File: config.mk
export PLATFORM = sky130hd
export DESIGN_NAME = mult_sched_rr
export DESIGN_NICKNAME = d
export VERILOG_FILES = /design/src/rtl/mult_sched_rr.sv
export SDC_FILE = /design/constraint.sdc
export NUM_CORES = 1
export LEC_CHECK = 0
export CAP_MARGIN = 40
export CORE_MARGIN = 1
export CORE_UTILIZATION = 41
export DETAILED_ROUTE_END_ITERATION = 12
export PLACE_DENSITY = 0.88
export SYNTH_ARGS = -nofsm -noshare
export SYNTH_HDL_FRONTEND = slang
export SYNTH_SLANG_ARGS = --single-unit
File: constraint.sdc
create_clock -name clk -period 2.24 [get_ports clk]
set_input_delay 0.336 -clock clk [delete_from_list [all_inputs] [get_ports clk]]
set_output_delay 0.336 -clock clk [all_outputs]
set_load 0.05 [all_outputs]
File: src/rtl/mult_sched_rr.sv
// -----------------------------------------------------------------------------
// mult_sched_rr
//
// Purpose
//   Round-robin scheduler sharing one digit-serial multiplier datapath among
//   R requesters. One request is granted at a time. Its operands are latched
//   and the datapath is cleared. B is then fed two bits per cycle, LSB digit
//   first, for CC cycles. The product is assembled from the datapath output
//   and returned on a valid/ready response channel.
//
// Ports
//   clk        clock, all state updates on the rising edge
//   rst        asynchronous, active-low reset
//   req_valid  [R]        request valid per requester
//   req_ready  [R]        one-hot accept pulse (combinational, IDLE only)
//   req_a      [R*N]      A operand of requester i at [i*N +: N]
//   req_b      [R*2CC]    B operand of requester i at [i*2CC +: 2CC]
//   rsp_valid             product available
//   rsp_ready             consumer accepts the product
//   rsp_id     [IDW]      requester that owns rsp_data
//   rsp_data   [N+2CC]    unsigned A*B
//   mult_clr              active-high clear of the datapath register
//   mult_a     [N]        datapath A input (zero outside RUN)
//   mult_b     [2]        datapath B digit (zero outside RUN)
//   mult_c     [2N]       datapath output, combinational within the cycle
//
// Configuration
//   MULT_SCHED_ZERO_BYPASS_EN : when defined, a grant with A==0 or B==0 goes
//   straight to DONE with a zero product and never touches the datapath.
// -----------------------------------------------------------------------------
module mult_sched_rr #(
    parameter int N  = 8,
    parameter int CC = 4,
    parameter int R  = 4,
    localparam int IDW = $clog2(R)
) (
    input  logic                clk,
    input  logic                rst,
    input  logic [R-1:0]        req_valid,
    output logic [R-1:0]        req_ready,
    input  logic [R*N-1:0]      req_a,
    input  logic [R*2*CC-1:0]   req_b,
    output logic                rsp_valid,
    input  logic                rsp_ready,
    output logic [IDW-1:0]      rsp_id,
    output logic [N+2*CC-1:0]   rsp_data,
    output logic                mult_clr,
    output logic [N-1:0]        mult_a,
    output logic [1:0]          mult_b,
    input  logic [2*N-1:0]      mult_c
);

    localparam int BW = 2 * CC;
    localparam int DW = N + BW;
    localparam int KW = (CC > 1) ? $clog2(CC) : 1;

    typedef enum logic [1:0] {
        S_IDLE,
        S_CLEAR,
        S_RUN,
        S_DONE
    } state_t;

    state_t          state_q, state_d;
    logic [IDW-1:0]  ptr_q,   ptr_d;
    logic [IDW-1:0]  id_q,    id_d;
    logic [N-1:0]    a_q,     a_d;
    logic [BW-1:0]   b_q,     b_d;
    logic [KW-1:0]   k_q,     k_d;
    logic [DW-1:0]   p_q,     p_d;

    logic            grant_vld;
    logic [IDW-1:0]  grant_idx;
    logic [IDW-1:0]  cand;

    // Only the top N+2 bits of the datapath output carry product digits.
    logic            unused_c_lo;
    assign unused_c_lo = ^mult_c[N-3:0];

    // Round-robin search: first set req_valid bit at or above ptr, wrapping.
    always_comb begin
        grant_vld = 1'b0;
        grant_idx = '0;
        cand      = '0;
        for (int i = 0; i < R; i++) begin
            cand = IDW'((int'(ptr_q) + i) % R);
            if (!grant_vld && req_valid[cand]) begin
                grant_vld = 1'b1;
                grant_idx = cand;
            end
        end
    end

    always_comb begin
        // NOTE: every output and next-state value gets a default first, so no
        // path through the case statement can leave one unassigned (no latches).
        state_d   = state_q;
        ptr_d     = ptr_q;
        id_d      = id_q;
        a_d       = a_q;
        b_d       = b_q;
        k_d       = k_q;
        p_d       = p_q;
        req_ready = '0;
        rsp_valid = 1'b0;
        mult_clr  = 1'b1;
        mult_a    = '0;
        mult_b    = '0;

        case (state_q)
            S_IDLE: begin
                // req_ready is combinational, so keep it quiet while reset is held.
                if (grant_vld && rst) begin
                    req_ready[grant_idx] = 1'b1;
                    a_d     = req_a[grant_idx*N +: N];
                    b_d     = req_b[grant_idx*BW +: BW];
                    id_d    = grant_idx;
                    ptr_d   = IDW'((int'(grant_idx) + 1) % R);
                    state_d = S_CLEAR;
`ifdef MULT_SCHED_ZERO_BYPASS_EN
                    if (req_a[grant_idx*N +: N] == '0 || req_b[grant_idx*BW +: BW] == '0) begin
                        p_d     = '0;
                        state_d = S_DONE;
                    end
`endif
                end
            end

            S_CLEAR: begin
                k_d     = '0;
                state_d = S_RUN;
            end

            S_RUN: begin
                mult_clr = 1'b0;
                mult_a   = a_q;
                mult_b   = b_q[2*k_q +: 2];
                if (k_q == KW'(CC - 1)) begin
                    // Last digit: the datapath now holds every remaining upper bit.
                    p_d[DW-1:BW-2] = mult_c[2*N-1:N-2];
                    state_d        = S_DONE;
                end else begin
                    // Bits N-1:N-2 of the shifted accumulator are final product digit k.
                    p_d[2*k_q +: 2] = mult_c[N-1:N-2];
                    k_d             = k_q + KW'(1);
                end
            end

            S_DONE: begin
                rsp_valid = 1'b1;
                if (rsp_ready) begin
                    state_d = S_IDLE;
                end
            end

            default: begin
                state_d = S_IDLE;
            end
        endcase
    end

    // NOTE: sequential state uses non-blocking assignments only, so every flop
    // samples the pre-edge value regardless of statement order.
    always_ff @(posedge clk or negedge rst) begin
        if (!rst) begin
            state_q <= S_IDLE;
            ptr_q   <= '0;
            id_q    <= '0;
            a_q     <= '0;
            b_q     <= '0;
            k_q     <= '0;
            p_q     <= '0;
        end else begin
            state_q <= state_d;
            ptr_q   <= ptr_d;
            id_q    <= id_d;
            a_q     <= a_d;
            b_q     <= b_d;
            k_q     <= k_d;
            p_q     <= p_d;
        end
    end

    assign rsp_id   = id_q;
    assign rsp_data = p_q;

endmodule
### Word level (Yosys, flattened, before mapping)

Index checks and enable logic that the tools add are counted.

| word-level totals | value |
|---|---|
| output and inout port bits | 34 |
| input port bits | 87 |
| register bits | 40 |
| word-level logic and storage cells | 80 |

| cells by class | value |
|---|---|
| bitwise gates (word level) | 1 |
| multiplexer cells | 32 |
| equality and inequality tests | 8 |
| shift-type cells | 5 |
| add/subtract/negate cells | 6 |
| order comparisons | 6 |
| reduce and logical (&&, ||, !) cells | 14 |

Operators with widths:

| operator | number |
|---|---|
| indexed part select 32 x 6 -> 8 bit | 2 |
| negation 3 -> 34 bit | 1 |
| variable shift 2 x 34 -> 16 bit, first input constant | 1 |
| indexed part select 2 x 34 -> 16 bit | 1 |
| two-way mux 2 bit | 9 |
| bitwise mux 16 bit | 1 |
| less-than comparator 2 x 3 -> 1 bit, second input constant | 5 |
| two-way mux 1 bit | 11 |
| two-way mux 10 bit | 1 |
| binary-select mux 1 bit (select 2 bit) | 4 |
| two-way mux 4 bit | 2 |
| two-way mux 8 bit | 1 |
| inequality test 2 bit, second input constant | 4 |
| case mux 2 bit (4 select lines) | 1 |
| indexed part select 8 x 4 -> 2 bit | 1 |
| adder 2 x 1 -> 2 bit, second input constant | 3 |
| == test 2 bit, second input constant | 3 |
| AND reduction 2 bit | 3 |
| logical AND 1 bit | 5 |
| adder 2 bit, second input constant | 2 |
| case mux 2 bit (2 select lines) | 1 |
| logical NOT 1 bit | 3 |
| AND reduction 3 bit | 1 |
| demux 1 bit (select 2 bit) | 1 |
| 5 further kinds | 5 |

### Depth between registers and ports, before layout

| depth | value |
|---|---|
| depth in word-level cells | 18 |
| gate-level depth with buffers | 7 |
| mapped depth without buffers | 7 |

### Least setup slack after synthesis

No wires, ideal clock.

| timing path | value |
|---|---|
| path type | register -> output |
| start | register ptr_q[1] |
| end | output req_ready[2] |
| data required time | 1,904 ps |
| setup slack | -191 ps |
| arrival | 2,095 ps |
| path buffers | 1 |
| stages on the path, launching flop included | 6 |
| cells stage by stage | dfrtp_1 nand2_1 a221oi_2 or2_1 buf_2 nor3_1 |

| on the way | value |
|---|---|
| cells in the longest elaborated chain, start to end | 18 |
| elaborated cells on any way between the ends | 33 |
| classes of those cells | add/sub: 3; order compare: 2; mux: 20; reduce/logical: 8 |

Ends and longest elaborated chain:

| what | line | text |
|---|---|---|
| start: declaration | 65 | `logic [IDW-1:0] ptr_q, ptr_d;` |
| start signal: assignment | 175 | `ptr_q <= ptr_d;` |
| parallel branches: the longest is 16 deep, another holds less-than comparator 2 x 3 -> 1 bit | n/a |  |
| two-way mux 4 bit (*) | 113 | `if (grant_vld && rst) begin` |
| two-way mux 4 bit (*) | 110 | `case (state_q)` |
| end: declaration | 40 | `output logic [R-1:0] req_ready,` |

Mark *: on every way between the ends. The select of a mux whose other input is x is not followed.

### Final worst setup path

| timing path | value |
|---|---|
| start | input req_valid[1] |
| end | output req_ready[0] |

| on the way | value |
|---|---|
| cells in the longest elaborated chain, start to end | 18 |
| elaborated cells on any way between the ends | 30 |
| classes of those cells | order compare: 2; mux: 20; reduce/logical: 8 |

Ends and longest elaborated chain:

| what | line | text |
|---|---|---|
| start: declaration | 39 | `input logic [R-1:0] req_valid,` |
| binary-select mux 1 bit (select 2 bit) | 87 | `if (!grant_vld && req_valid[cand]) begin` |
| two-way mux 1 bit (implied by the code) | 87 |  |
| two-way mux 1 bit | 87 |  |
| logical NOT 1 bit | 87 |  |
| logical AND 1 bit | 87 |  |
| two-way mux 1 bit | 87 |  |
| logical NOT 1 bit | 87 |  |
| logical AND 1 bit | 87 |  |
| [... 2 more ...] | n/a |  |
| logical AND 1 bit | 87 |  |
| two-way mux 2 bit | 87 |  |
| less-than comparator 2 x 3 -> 1 bit (implied by the code) or greater-or-equal comparator 2 x 1 -> 1 bit (tied branches) | 114 | `req_ready[grant_idx] = 1'b1;` |
| logical AND 1 bit (implied by the code) | 114 |  |
| two-way mux 1 bit (implied by the code) | 114 |  |
| demux 1 bit (select 2 bit) | 114 |  |
| two-way mux 4 bit (*) | 113 |  |
| two-way mux 4 bit (*) | 110 |  |

Every way passes the cells marked *; elsewhere a longest branch is shown, timed or not. The select of a mux whose other input is x is not followed.

==> run metrics <==
Area Overhead vs Synth=65.69%; fin worst setup slack=roughly 0.045 ns; Core Footprint=5675 um2; remaining antenna violation count=0; initial antenna violation count=0; Crit-path slowest cell=or4_4; Worst EP required=1.90 ns; Comb power frac=roughly three fifths; Synth Net Count=342; HP Class=in -> async; DR DRC count=0; fmax=455.6 MHz; Final Slew Violations=0; number of synthesized flops with an enable pin=0; internal power=0.002813 W; Crit Path Max Fanout=3; Startpoint Class=primary input; Starting Density=43.69%; clock transition at the registers of the reported paths=0.07 ns; DRT iter0 DRCs=101; Max Buffers Root-to-Sink=2; Switching Share=a little over two fifths; sequential area share after synthesis=40.36%; Initial DRT Pass Iterations=4; Main synth FF type=dfrtp_1; via count=around 2400; CP Data Arrival Time=1.86 ns; Reg2Reg Setup Slack=0.25 ns; setup violators final=0; Lkg Pwr=1.771 nW; grt total ovfl=0; PD cells=~1200 nW/um2; die area=around 6400 um2; reg-to-reg endpoint=b_q[1]; Yosys reg bits=40; synth warn=0; CP peak stage delay=0.54 ns; Fillers=410; vias in the first global route=between 2000 and 2500; layout net count=472; share of cells above drive strength 1=21.54%; FP Rows=27; CTS sink cnt=40; CTS tree=yes; first-pass GRT wire length=11.14 mm; CP Capture Type=output port; ys async rst share=100.0%; cts bufs inserted=5; I/O Buffers=114; Peak VDD IR=1057 uV; root buffer cell=clkbuf_8; clock network fraction of total power=12.7%; dpl ws=-0.1500 ns; worst r2r src=ptr_q[1]; DRT Wirelength=6.854 mm; later-pin clock latency in the skew report=0.29 ns; Clock H-tree levels=2; largest net degree at the start of global routing=39; Die Height=79.77 um; Syn Inst Count=245; reg2reg path depth=6; Power, Total=0.004996 W; outcome=complete, no violations; Max Cap Viol=0; final cell count without fillers=448; kind of critical path=in -> out; period utilization=97.99%; GPL Wtd Cong=between 0.8 and 0.9; sequential power share=25.8%; Tmin final=2.195 ns; routed vias/inst=about 5.4; syn_area_per_cell=10.12 um2; RSZ-0062 raised after global routing=yes; Total GRT Usage=22.78%; WL/cell=~15 um; Slew headroom=55.43%; ant diodes=0; Netlist cell types=40; dpl hpwl=about 5.3 mm; Die W=~80 um; num ports=121; synthesized area=about 2500 um2; endpoints failing hold=0; setup_tns=0 ns; post-layout util=72.40%; Cells after DPL=438; worst-margin pin slew=0.6678 ns; critical-path cell list=clkdlybuf4s50_1 > or4_4 > and3_4 > o21ai_2 > nor2_2 > buf_6; Final Skew=0.007751 ns; Net Switching=around 0.0022 W
flip-flops by register name, summed over array words and instances, names as in the netlist:
signal and flops:
rsp_id 2, state_q 2, a_q 8, rsp_data 16, k_q 2, ptr_q 2
b_q 8
area by class of cell:
class | count | area (um2) | share of cell area (%)
clock buffer | 7 | 96.34 | 2.345
tap | 72 | 90.09 | 2.192
multi-input combinational | 184 | 1425 | 34.68
clock inverter | 1 | 30.03 | 0.7308
inverter | 8 | 30.03 | 0.7308
sequential | 40 | 1003 | 24.42
timing repair buffer | 136 | 1434 | 34.90
cells in the final DEF, fill, tap and decap left out, types with 6 or more instances in the layout:
| master | count |
|---|---|
| clkdlybuf4s50_1 | 96 |
| dfrtp_1 | 38 |
| buf_4 | 22 |
| nand2_1 | 21 |
| o21ai_0 | 21 |
| nand3_1 | 19 |
| a21oi_1 | 18 |
| a221o_1 | 16 |
| buf_12 | 13 |
| and2_1 | 12 |
| mux2_4 | 10 |
| ha_1 | 10 |
| inv_1 | 8 |
| mux2_2 | 7 |
| clkbuf_8 | 7 |
| mux2_1 | 6 |
routing by layer:
metal  vias up  GRT usage (%)  share of wire, %
met3         9          4.114               5.7
met5         -              0                 0
li1       1171              -                 -
met4         0          5.536               1.1
met1      1141          28.35                42
met2       100          40.51                51
what timing repair did:
action,in CTS,in global routing
endpoints found under the setup margin,4,7
hold buffers,1,0
buffers inserted,0,1
resized for setup,7,7
hold endpoints to repair,2,0
pin swaps,1,2
stage by stage:
step	hold slack [ns]	cell area, um2
2_1_floorplan	0.04041	2487
3_3_place_gp	0.1560	3923
3_5_place_dp	0.1592	3923
4_1_cts	0.3812	4081
5_1_grt	0.4231	4109
6_report	0.4110	4109
power groups by stage:
| stage | Clock [W] | Sequential (W) | Combinational [W] |
|---|---|---|---|
| CTS | 0.000647 | 0.00129 | 0.00305 |
| detailed placement | 0 | 0.00130 | 0.00301 |
| finish | 0.000634 | 0.00129 | 0.00307 |
| global placement | 0 | 0.00127 | 0.00293 |
| global route | 0.000687 | 0.00133 | 0.00327 |
| floorplan | 0 | 0.00172 | 0.00147 |
logic make-up (layout without fill, tap and decap cells):
| family | Yosys count | in the layout | synth area share (%) |
|---|---|---|---|
| adder cells (fa/ha/maj) | 10 | 10 | 5.045 |
| XOR/XNOR | 1 | 1 | 0.3532 |
| flip-flops | 40 | 40 | 40.36 |
| AND/OR/NAND/NOR | 73 | 73 | 14.83 |
| multiplexers | 26 | 26 | 14.18 |
| buffers and inverters | 21 | 152 | 3.885 |
| AO/OA/AOI/OAI | 74 | 74 | 21.34 |
worst max-delay path: cells and delay by family:
family / cells / cell delay [ns]
simple gates: 3 / 0.82
buf+inv: 2 / 0.58
compound gates: 1 / 0.10
synthesized netlist by cell type (all sizes together), types with 2 or more instances:
cell     n  area, um2
a221oi   4      41.29
nand2b   2      12.51
mux2    23      296.5
nor2    10      47.55
buf      4      32.53
nand2   21      78.83
ha      10      125.1
and3     2      12.51
o21ai   23      118.9
o31ai    2      15.01
inv      8      30.03
mux4     2      45.04
dfrtp   40       1001
a21o     2      15.01
a221o   16      160.2
and2    12      75.07
a22o     5      43.79
nor2b    2      12.51
a21oi   19      98.85
clkbuf   9      33.78
nand3   19      95.09
worst max path at each step:
stage	slack (ns)	start	depth (start not counted)	to
after detailed placement	-0.15	req_valid[0]	7	b_q[1]
after floorplan	0.14	ptr_q[1]	5	req_ready[3]
after global routing	-0.005	req_valid[1]	8	req_ready[0]
after CTS	0.004	req_valid[2]	9	req_ready[0]
final	0.04	req_valid[1]	6	req_ready[0]
after global placement	-0.12	req_valid[0]	6	req_ready[0]
No activity file was read; power rests on OpenSTA's default activity.
